<file path="src/rtl/game_tick_scheduler_if.sv">
// Bundles the game-side inputs and the strobe/fire outputs of game_tick_scheduler.
// master = the scheduler, slave = game logic consuming the strobes.
interface game_tick_scheduler_if #(
  parameter int CNT_W = 24
);
  logic             pause;
  logic [3:0]       level;
  logic             fire_req;
  logic             tick_25MHz;
  logic             tick_ship;
  logic             tick_projectile;
  logic             tick_alien;
  logic             fire_grant;
  logic             cooldown_active;
  logic [CNT_W-1:0] alien_div_cur;

  modport master (
    input  pause, level, fire_req,
    output tick_25MHz, tick_ship, tick_projectile, tick_alien,
    output fire_grant, cooldown_active, alien_div_cur
  );

  modport slave (
    output pause, level, fire_req,
    input  tick_25MHz, tick_ship, tick_projectile, tick_alien,
    input  fire_grant, cooldown_active, alien_div_cur
  );
endinterface

</file>
<file path="src/rtl/game_tick_scheduler.sv">
// Single-clock game timing: prescaled clock-enable strobes, level-scaled alien
// period and the fire/cooldown handshake. Pause freezes game timing, not pixels.
module game_tick_scheduler #(
  parameter int CNT_W          = 24,
  parameter int PIX_DIV        = 4,
  parameter int SHIP_DIV       = 500000,
  parameter int PROJ_DIV       = 250000,
  parameter int ALIEN_DIV_BASE = 5000000,
  parameter int ALIEN_DIV_STEP = 500000,
  parameter int ALIEN_DIV_MIN  = 1000000,
  parameter int CD_DIV         = 1000000,
  parameter int CD_TICKS       = 50,
  parameter int AUTOFIRE       = 0
) (
  input  logic                  master_clk,
  input  logic                  RESET_debounced,
  game_tick_scheduler_if.master bus
);

  localparam int TW    = CNT_W + 4;
  localparam int CDT_W = $clog2(CD_TICKS + 1);

  localparam logic signed [TW-1:0] ALIEN_BASE_S = TW'(ALIEN_DIV_BASE);
  localparam logic signed [TW-1:0] ALIEN_STEP_S = TW'(ALIEN_DIV_STEP);
  localparam logic signed [TW-1:0] ALIEN_MIN_S  = TW'(ALIEN_DIV_MIN);

  typedef enum logic [1:0] {
    READY        = 2'd0,
    COOLDOWN     = 2'd1,
    WAIT_RELEASE = 2'd2
  } fire_state_t;

  // Signed headroom keeps high levels from wrapping below zero before the floor.
  function automatic logic [CNT_W-1:0] sat_alien_div(input logic [3:0] lvl);
    logic signed [TW-1:0] lvl_s;
    logic signed [TW-1:0] diff_s;
    lvl_s  = $signed({{(TW-4){1'b0}}, lvl});
    diff_s = ALIEN_BASE_S - (lvl_s * ALIEN_STEP_S);
    if (diff_s < ALIEN_MIN_S) sat_alien_div = CNT_W'(ALIEN_DIV_MIN);
    else                      sat_alien_div = diff_s[CNT_W-1:0];
  endfunction

  logic [CNT_W-1:0] r_pix_cnt;
  logic [CNT_W-1:0] r_ship_cnt;
  logic [CNT_W-1:0] r_proj_cnt;
  logic [CNT_W-1:0] r_alien_cnt;
  logic [CNT_W-1:0] r_alien_div;
  logic [CNT_W-1:0] r_cd_cnt;
  logic [CDT_W-1:0] r_cd_ticks;
  logic             r_tick_pix;
  logic             r_tick_ship;
  logic             r_tick_proj;
  logic             r_tick_alien;
  logic             r_fire_grant;
  fire_state_t      r_state;

  fire_state_t      w_state_nxt;
  logic             w_grant_nxt;
  logic             w_cd_clr;
  logic             w_pix_wrap;
  logic             w_ship_wrap;
  logic             w_proj_wrap;
  logic             w_alien_wrap;
  logic             w_cd_wrap;
  logic             w_cd_done;
  logic [CNT_W-1:0] w_alien_tgt;

  assign w_pix_wrap   = (r_pix_cnt   == CNT_W'(PIX_DIV - 1));
  assign w_ship_wrap  = (r_ship_cnt  == CNT_W'(SHIP_DIV - 1));
  assign w_proj_wrap  = (r_proj_cnt  == CNT_W'(PROJ_DIV - 1));
  assign w_alien_wrap = (r_alien_cnt == (r_alien_div - CNT_W'(1)));
  assign w_cd_wrap    = (r_cd_cnt    == CNT_W'(CD_DIV - 1));
  assign w_cd_done    = (r_state == COOLDOWN) && w_cd_wrap &&
                        (r_cd_ticks == CDT_W'(CD_TICKS - 1));
  assign w_alien_tgt  = sat_alien_div(bus.level);

  // Pixel prescaler: free-running, never paused.
  always_ff @(posedge master_clk) begin
    if (RESET_debounced) begin
      r_pix_cnt  <= '0;
      r_tick_pix <= 1'b0;
    end else begin
      r_tick_pix <= w_pix_wrap;
      r_pix_cnt  <= w_pix_wrap ? '0 : r_pix_cnt + CNT_W'(1);
    end
  end

  // Game prescalers: every register freezes while paused, so a strobe set just
  // before pause is emitted after release instead of being dropped.
  always_ff @(posedge master_clk) begin
    if (RESET_debounced) begin
      r_ship_cnt   <= '0;
      r_proj_cnt   <= '0;
      r_alien_cnt  <= '0;
      r_alien_div  <= CNT_W'(ALIEN_DIV_BASE);
      r_tick_ship  <= 1'b0;
      r_tick_proj  <= 1'b0;
      r_tick_alien <= 1'b0;
    end else if (!bus.pause) begin
      r_tick_ship  <= w_ship_wrap;
      r_tick_proj  <= w_proj_wrap;
      r_tick_alien <= w_alien_wrap;
      r_ship_cnt   <= w_ship_wrap ? '0 : r_ship_cnt + CNT_W'(1);
      r_proj_cnt   <= w_proj_wrap ? '0 : r_proj_cnt + CNT_W'(1);
      if (w_alien_wrap) begin
        r_alien_cnt <= '0;
        r_alien_div <= w_alien_tgt;
      end else begin
        r_alien_cnt <= r_alien_cnt + CNT_W'(1);
      end
    end
  end

  // Cooldown prescaler and tick count, cleared on each grant.
  always_ff @(posedge master_clk) begin
    if (RESET_debounced) begin
      r_cd_cnt     <= '0;
      r_cd_ticks   <= '0;
      r_fire_grant <= 1'b0;
    end else if (!bus.pause) begin
      r_fire_grant <= w_grant_nxt;
      if (w_cd_clr) begin
        r_cd_cnt   <= '0;
        r_cd_ticks <= '0;
      end else if (r_state == COOLDOWN) begin
        if (w_cd_wrap) begin
          r_cd_cnt   <= '0;
          r_cd_ticks <= r_cd_ticks + CDT_W'(1);
        end else begin
          r_cd_cnt <= r_cd_cnt + CNT_W'(1);
        end
      end
    end
  end

  always_ff @(posedge master_clk) begin
    if (RESET_debounced) r_state <= READY;
    else                 r_state <= w_state_nxt;
  end

  always_comb begin
    w_state_nxt = r_state;
    w_grant_nxt = 1'b0;
    w_cd_clr    = 1'b0;
    case (r_state)
      READY: begin
        if (bus.fire_req && !bus.pause) begin
          w_grant_nxt = 1'b1;
          w_cd_clr    = 1'b1;
          w_state_nxt = COOLDOWN;
        end
      end
      COOLDOWN: begin
        if (!bus.pause && w_cd_done) begin
          if (AUTOFIRE != 0)     w_state_nxt = READY;
          else if (bus.fire_req) w_state_nxt = WAIT_RELEASE;
          else                   w_state_nxt = READY;
        end
      end
      WAIT_RELEASE: begin
        if (!bus.fire_req) w_state_nxt = READY;
      end
      default: w_state_nxt = READY;
    endcase
  end

  assign bus.tick_25MHz      = r_tick_pix;
  assign bus.tick_ship       = r_tick_ship  & ~bus.pause;
  assign bus.tick_projectile = r_tick_proj  & ~bus.pause;
  assign bus.tick_alien      = r_tick_alien & ~bus.pause;
  assign bus.fire_grant      = r_fire_grant & ~bus.pause;
  assign bus.cooldown_active = (r_state != READY);
  assign bus.alien_div_cur   = r_alien_div;

endmodule

</file>
<file path="src/flat_wrapper.sv">
// flat-port wrapper written by rule: the top's interface ports become plain ports
module game_tick_scheduler_flat 
#(
  parameter int CNT_W          = 24,
  parameter int PIX_DIV        = 4,
  parameter int SHIP_DIV       = 500000,
  parameter int PROJ_DIV       = 250000,
  parameter int ALIEN_DIV_BASE = 5000000,
  parameter int ALIEN_DIV_STEP = 500000,
  parameter int ALIEN_DIV_MIN  = 1000000,
  parameter int CD_DIV         = 1000000,
  parameter int CD_TICKS       = 50,
  parameter int AUTOFIRE       = 0
)
  (master_clk, RESET_debounced, bus_pause, bus_level, bus_fire_req, bus_tick_25MHz, bus_tick_ship, bus_tick_projectile, bus_tick_alien, bus_fire_grant, bus_cooldown_active, bus_alien_div_cur);
  game_tick_scheduler_if #(.CNT_W(CNT_W)) bus_i ();
  input  logic master_clk;
  input  logic RESET_debounced;
  input wire logic [$bits(bus_i.pause)-1:0] bus_pause;
  input wire logic [$bits(bus_i.level)-1:0] bus_level;
  input wire logic [$bits(bus_i.fire_req)-1:0] bus_fire_req;
  output wire logic [$bits(bus_i.tick_25MHz)-1:0] bus_tick_25MHz;
  output wire logic [$bits(bus_i.tick_ship)-1:0] bus_tick_ship;
  output wire logic [$bits(bus_i.tick_projectile)-1:0] bus_tick_projectile;
  output wire logic [$bits(bus_i.tick_alien)-1:0] bus_tick_alien;
  output wire logic [$bits(bus_i.fire_grant)-1:0] bus_fire_grant;
  output wire logic [$bits(bus_i.cooldown_active)-1:0] bus_cooldown_active;
  output wire logic [$bits(bus_i.alien_div_cur)-1:0] bus_alien_div_cur;
  assign bus_i.pause = bus_pause;
  assign bus_i.level = bus_level;
  assign bus_i.fire_req = bus_fire_req;
  assign bus_tick_25MHz = bus_i.tick_25MHz;
  assign bus_tick_ship = bus_i.tick_ship;
  assign bus_tick_projectile = bus_i.tick_projectile;
  assign bus_tick_alien = bus_i.tick_alien;
  assign bus_fire_grant = bus_i.fire_grant;
  assign bus_cooldown_active = bus_i.cooldown_active;
  assign bus_alien_div_cur = bus_i.alien_div_cur;
  game_tick_scheduler #(.CNT_W(CNT_W), .PIX_DIV(PIX_DIV), .SHIP_DIV(SHIP_DIV), .PROJ_DIV(PROJ_DIV), .ALIEN_DIV_BASE(ALIEN_DIV_BASE), .ALIEN_DIV_STEP(ALIEN_DIV_STEP), .ALIEN_DIV_MIN(ALIEN_DIV_MIN), .CD_DIV(CD_DIV), .CD_TICKS(CD_TICKS), .AUTOFIRE(AUTOFIRE)) u_core (.master_clk(master_clk), .RESET_debounced(RESET_debounced), .bus(bus_i));
endmodule
</file>
<file path="config.mk">
export PLATFORM = sky130hd
export DESIGN_NAME = game_tick_scheduler_flat
export DESIGN_NICKNAME = d
export VERILOG_FILES = /design/src/rtl/game_tick_scheduler_if.sv /design/src/rtl/game_tick_scheduler.sv /design/src/flat_wrapper.sv
export SDC_FILE = /design/constraint.sdc
export NUM_CORES = 1
export LEC_CHECK = 0
export CELL_PAD_IN_SITES_DETAIL_PLACEMENT = 0
export CELL_PAD_IN_SITES_GLOBAL_PLACEMENT = 1
export CORE_UTILIZATION = 50
export DETAILED_ROUTE_END_ITERATION = 12
export GPL_ROUTABILITY_DRIVEN = 0
export HOLD_SLACK_MARGIN = 0.05
export PLACE_DENSITY = 0.93
export SLEW_MARGIN = 10
export SYNTH_ARGS = -nofsm -noshare
export SYNTH_HDL_FRONTEND = slang
export SYNTH_SLANG_ARGS = --single-unit
export TNS_END_PERCENT = 30
</file>
<file path="constraint.sdc">
create_clock -name master_clk -period 9 [get_ports master_clk]
set_clock_uncertainty 0.15 [all_clocks]
set_input_delay 1.8 -clock master_clk [delete_from_list [all_inputs] [get_ports master_clk]]
set_output_delay 1.8 -clock master_clk [all_outputs]
set_load 0.03 [all_outputs]
</file>
==> flow_metrics.tcl <==
set metrics [dict create \
    grt_pass1_wl_um 29980 \
    nets 1075 \
    setup-tns-final_ns 0 \
    clock_path_buffers 2 \
    synthArstFlopShare 0 \
    yosysSeqAreaShare 0.3567 \
    p_leak_uw 0.003474 \
    drive_gt1_frac 0.05657 \
    most-common-layout-cells "nor2_1, dfxtp_1, nand2_1, xor2_1, xnor2_1" \
    diodes 0 \
    synth_area_leader_cell "dfxtp_1" \
    cts_tree "built" \
    fin_crit_ns 6.217 \
    maxSlewViolCount 0 \
    synth_edf_count 0 \
    grt_use_total 0.2077 \
    ir_worst_vdd_uv 137.0 \
    max_freq_ghz 0.1608 \
    wl_per_cell_um 13.81 \
    postCtsHoldBufs 0 \
    clk_latency_ns 0.43 \
    endpoint_kind "register" \
    regArea_mm2 0.003023 \
    hpwl_um 12230 \
    start_kind "primary input" \
    vias_per_cell 5.507 \
    die_height_um 132.2 \
    maxCapViolCount 0 \
    fp.dieArea_mm2 0.01747 \
    vias 6955 \
    first_pass_iters 5 \
    syn_area_mm2 0.008474 \
    path_cells "clkdlybuf4s50_1, inv_1, ha_1, fa_1, fa_1, or3_1, nand3b_1, xor2_1, o31a_1, o311ai_2, o2111ai_4, o22a_1" \
    critPathMostFrequentCell "fa_1" \
    fin_cells 1263 \
    grt_max_degree 32 \
    ys_types 81 \
    finalCritPeriodShare 0.6908 \
    initial_core_util 0.5110 \
    max_stage_delay_ns 0.78 \
    grt_pass1_vias 6533 \
    netlist_instances 1007 \
    criticalPathCategory "primary input to register" \
    power.density_mw_per_mm2 174.2 \
    drt_iter0_markers 470 \
    ant_nets 0 \
    cts_buffers 17 \
    wirelength_um 17440 \
    cp_num_buf_inv 2 \
    met3WireLength_um 462 \
    synth_flop_cell "dfxtp_1" \
    synth_top_area_share 0.3567 \
    place.port_buffers 32 \
    wirelength_met1_um 8645 \
    status "completed" \
    critPathMaxFanout 12 \
    layout_commonest_cell "nor2_1" \
    nFillCells 1531 \
    area_delta_synth_final_pct 12.86 \
    hold_class "register to register" \
    crit_slowest_cell "clkdlybuf4s50_1" \
    arrival_ns 6.38 \
    dp.cells 1232 \
    wl_met2_um 8087 \
    multi_input_area_mm2 0.005186 \
    clkTransAtPathRegs_ns 0.06 \
    synth_top_cells_by_area "dfxtp_1, xor2_1, nor2_1, xnor2_1, ha_1" \
    core-area_mm2 0.01658 \
    cts_resized 0 \
    final-hold-violation-count 0 \
    fp-row-count 47 \
    worstPathRequired_ns 9.17 \
    cts_num_sinks 151 \
    rsz0062_at_grt "no" \
    final-setup-viol-count 0 \
    syn_area_per_cell_um2 8.415 \
    die-width_um 132.2 \
    cts.htree.levels 4 \
    p_total_uw 1666 \
    tightest_slew_ns 0.8573 \
    cp_top_family "adder cells" \
    ys_warn_count 0 \
    slew_headroom 0.4232 \
    grt_overflow 0 \
    top_layer "met4" \
    ios 38 \
    grt_antenna_before_repair 0 \
    ys_ff_latch 151 \
    drc_errors 0 \
    postCtsSetupRepairBufs 0 \
    root_buffer "clkbuf_16" \
]
[cell usage after synthesis (6+ instances only)]
library cell and count:
or3_1 14, nor4_1 17, and3_1 26, nand2_1 84
inv_1 25, ha_1 31, buf_4 8, nor3_1 17
a31oi_1 9, nand2b_1 6, a21oi_1 38, nor4b_1 6
nand3_1 47, xnor2_1 68, o211ai_1 8, clkbuf_1 20
o21ai_0 22, xor2_1 77, dfxtp_1 151, nor2b_1 19
nor2_1 165, nand4_1 31
[worst reg2reg max path, stage by stage, from the launching register on]
cell	delay [ns]
dfxtp_1	0.44
inv_1	0.18
ha_1	0.20
nor3b_2	0.61
and2_1	0.32
nand3_1	0.11
nor4_2	0.30
nor2_1	0.07
or4b_4	0.65
nand2_2	0.50
o22ai_1	0.15
[through the flow]
step	setup slack [ns]	area, um2	utilization	hold slack, ns
4_1_cts	2.822	9564	0.5767	0.3121
6_report	2.783	9564	0.5767	0.3131
2_1_floorplan	3.532	8489	-	0.2802
5_1_grt	2.483	9564	0.5767	0.3242
3_3_place_gp	2.447	8921	0.5380	0.2968
3_5_place_dp	2.387	8921	0.5380	0.3024
[report_power, final]
| group | switching, uW | total [uW] | internal [uW] |
|---|---|---|---|
| clock | 279 | 778 | 499 |
| combinational | 131 | 208 | 77.5 |
| sequential | 5.72 | 680 | 674 |
| total | 416 | 1670 | 1250 |
[per-layer routing]
layer	global-route usage	up-vias
li1	-	3566
met1	0.2654	3286
met2	0.3466	83
met3	0.04537	20
met4	0.07024	0
met5	0	-
[state kept, by name (all words and copies together), names as in the netlist]
| register | flops |
|---|---|
| u_core.r_alien_cnt | 24 |
| u_core.r_cd_cnt | 24 |
| u_core.r_pix_cnt | 24 |
| u_core.r_proj_cnt | 24 |
| u_core.r_ship_cnt | 24 |
| u_core.bus.alien_div_cur | 18 |
| u_core.r_cd_ticks | 6 |
| u_core.r_state | 2 |
| u_core.bus.tick_25MHz | 1 |
| u_core.r_fire_grant | 1 |
| u_core.r_tick_alien | 1 |
| u_core.r_tick_proj | 1 |
| u_core.r_tick_ship | 1 |
[final cells by class]
cell class | instances | area share
clock buffer | 20 | 0.04670
clock inverter | 11 | 0.02054
inverter | 25 | 0.009812
multi-input combinational | 801 | 0.5423
sequential | 151 | 0.3161
tap | 220 | 0.02878
timing repair buffer | 35 | 0.03585
[final timing paths]
check / startpoint / cells after the start / to / slack, ns
max: bus_level[1] / 12 / u_core.bus.alien_div_cur[6] / 2.78
min reg2reg: u_core.r_fire_grant / 2 / u_core.r_fire_grant / 0.31
max reg2reg: u_core.bus.alien_div_cur[13] / 10 / u_core.bus.alien_div_cur[7] / 5.18
min: u_core.r_fire_grant / 2 / u_core.r_fire_grant / 0.31
[logic make-up (layout without fill, tap and decap cells)]
family	count (synthesis)	count (layout)	synth area share
and+or+nand+nor	474	474	0.2855
DFF	151	151	0.3567
xor gates and xnor gates	145	145	0.1499
AOI/OAI and AO/OA	133	133	0.1069
buffers and inverters	59	91	0.03307
adders and majority gates	36	36	0.05758
muxes	8	8	0.009892
other	1	5	0.0004425
(Power assumes the default switching activity.)
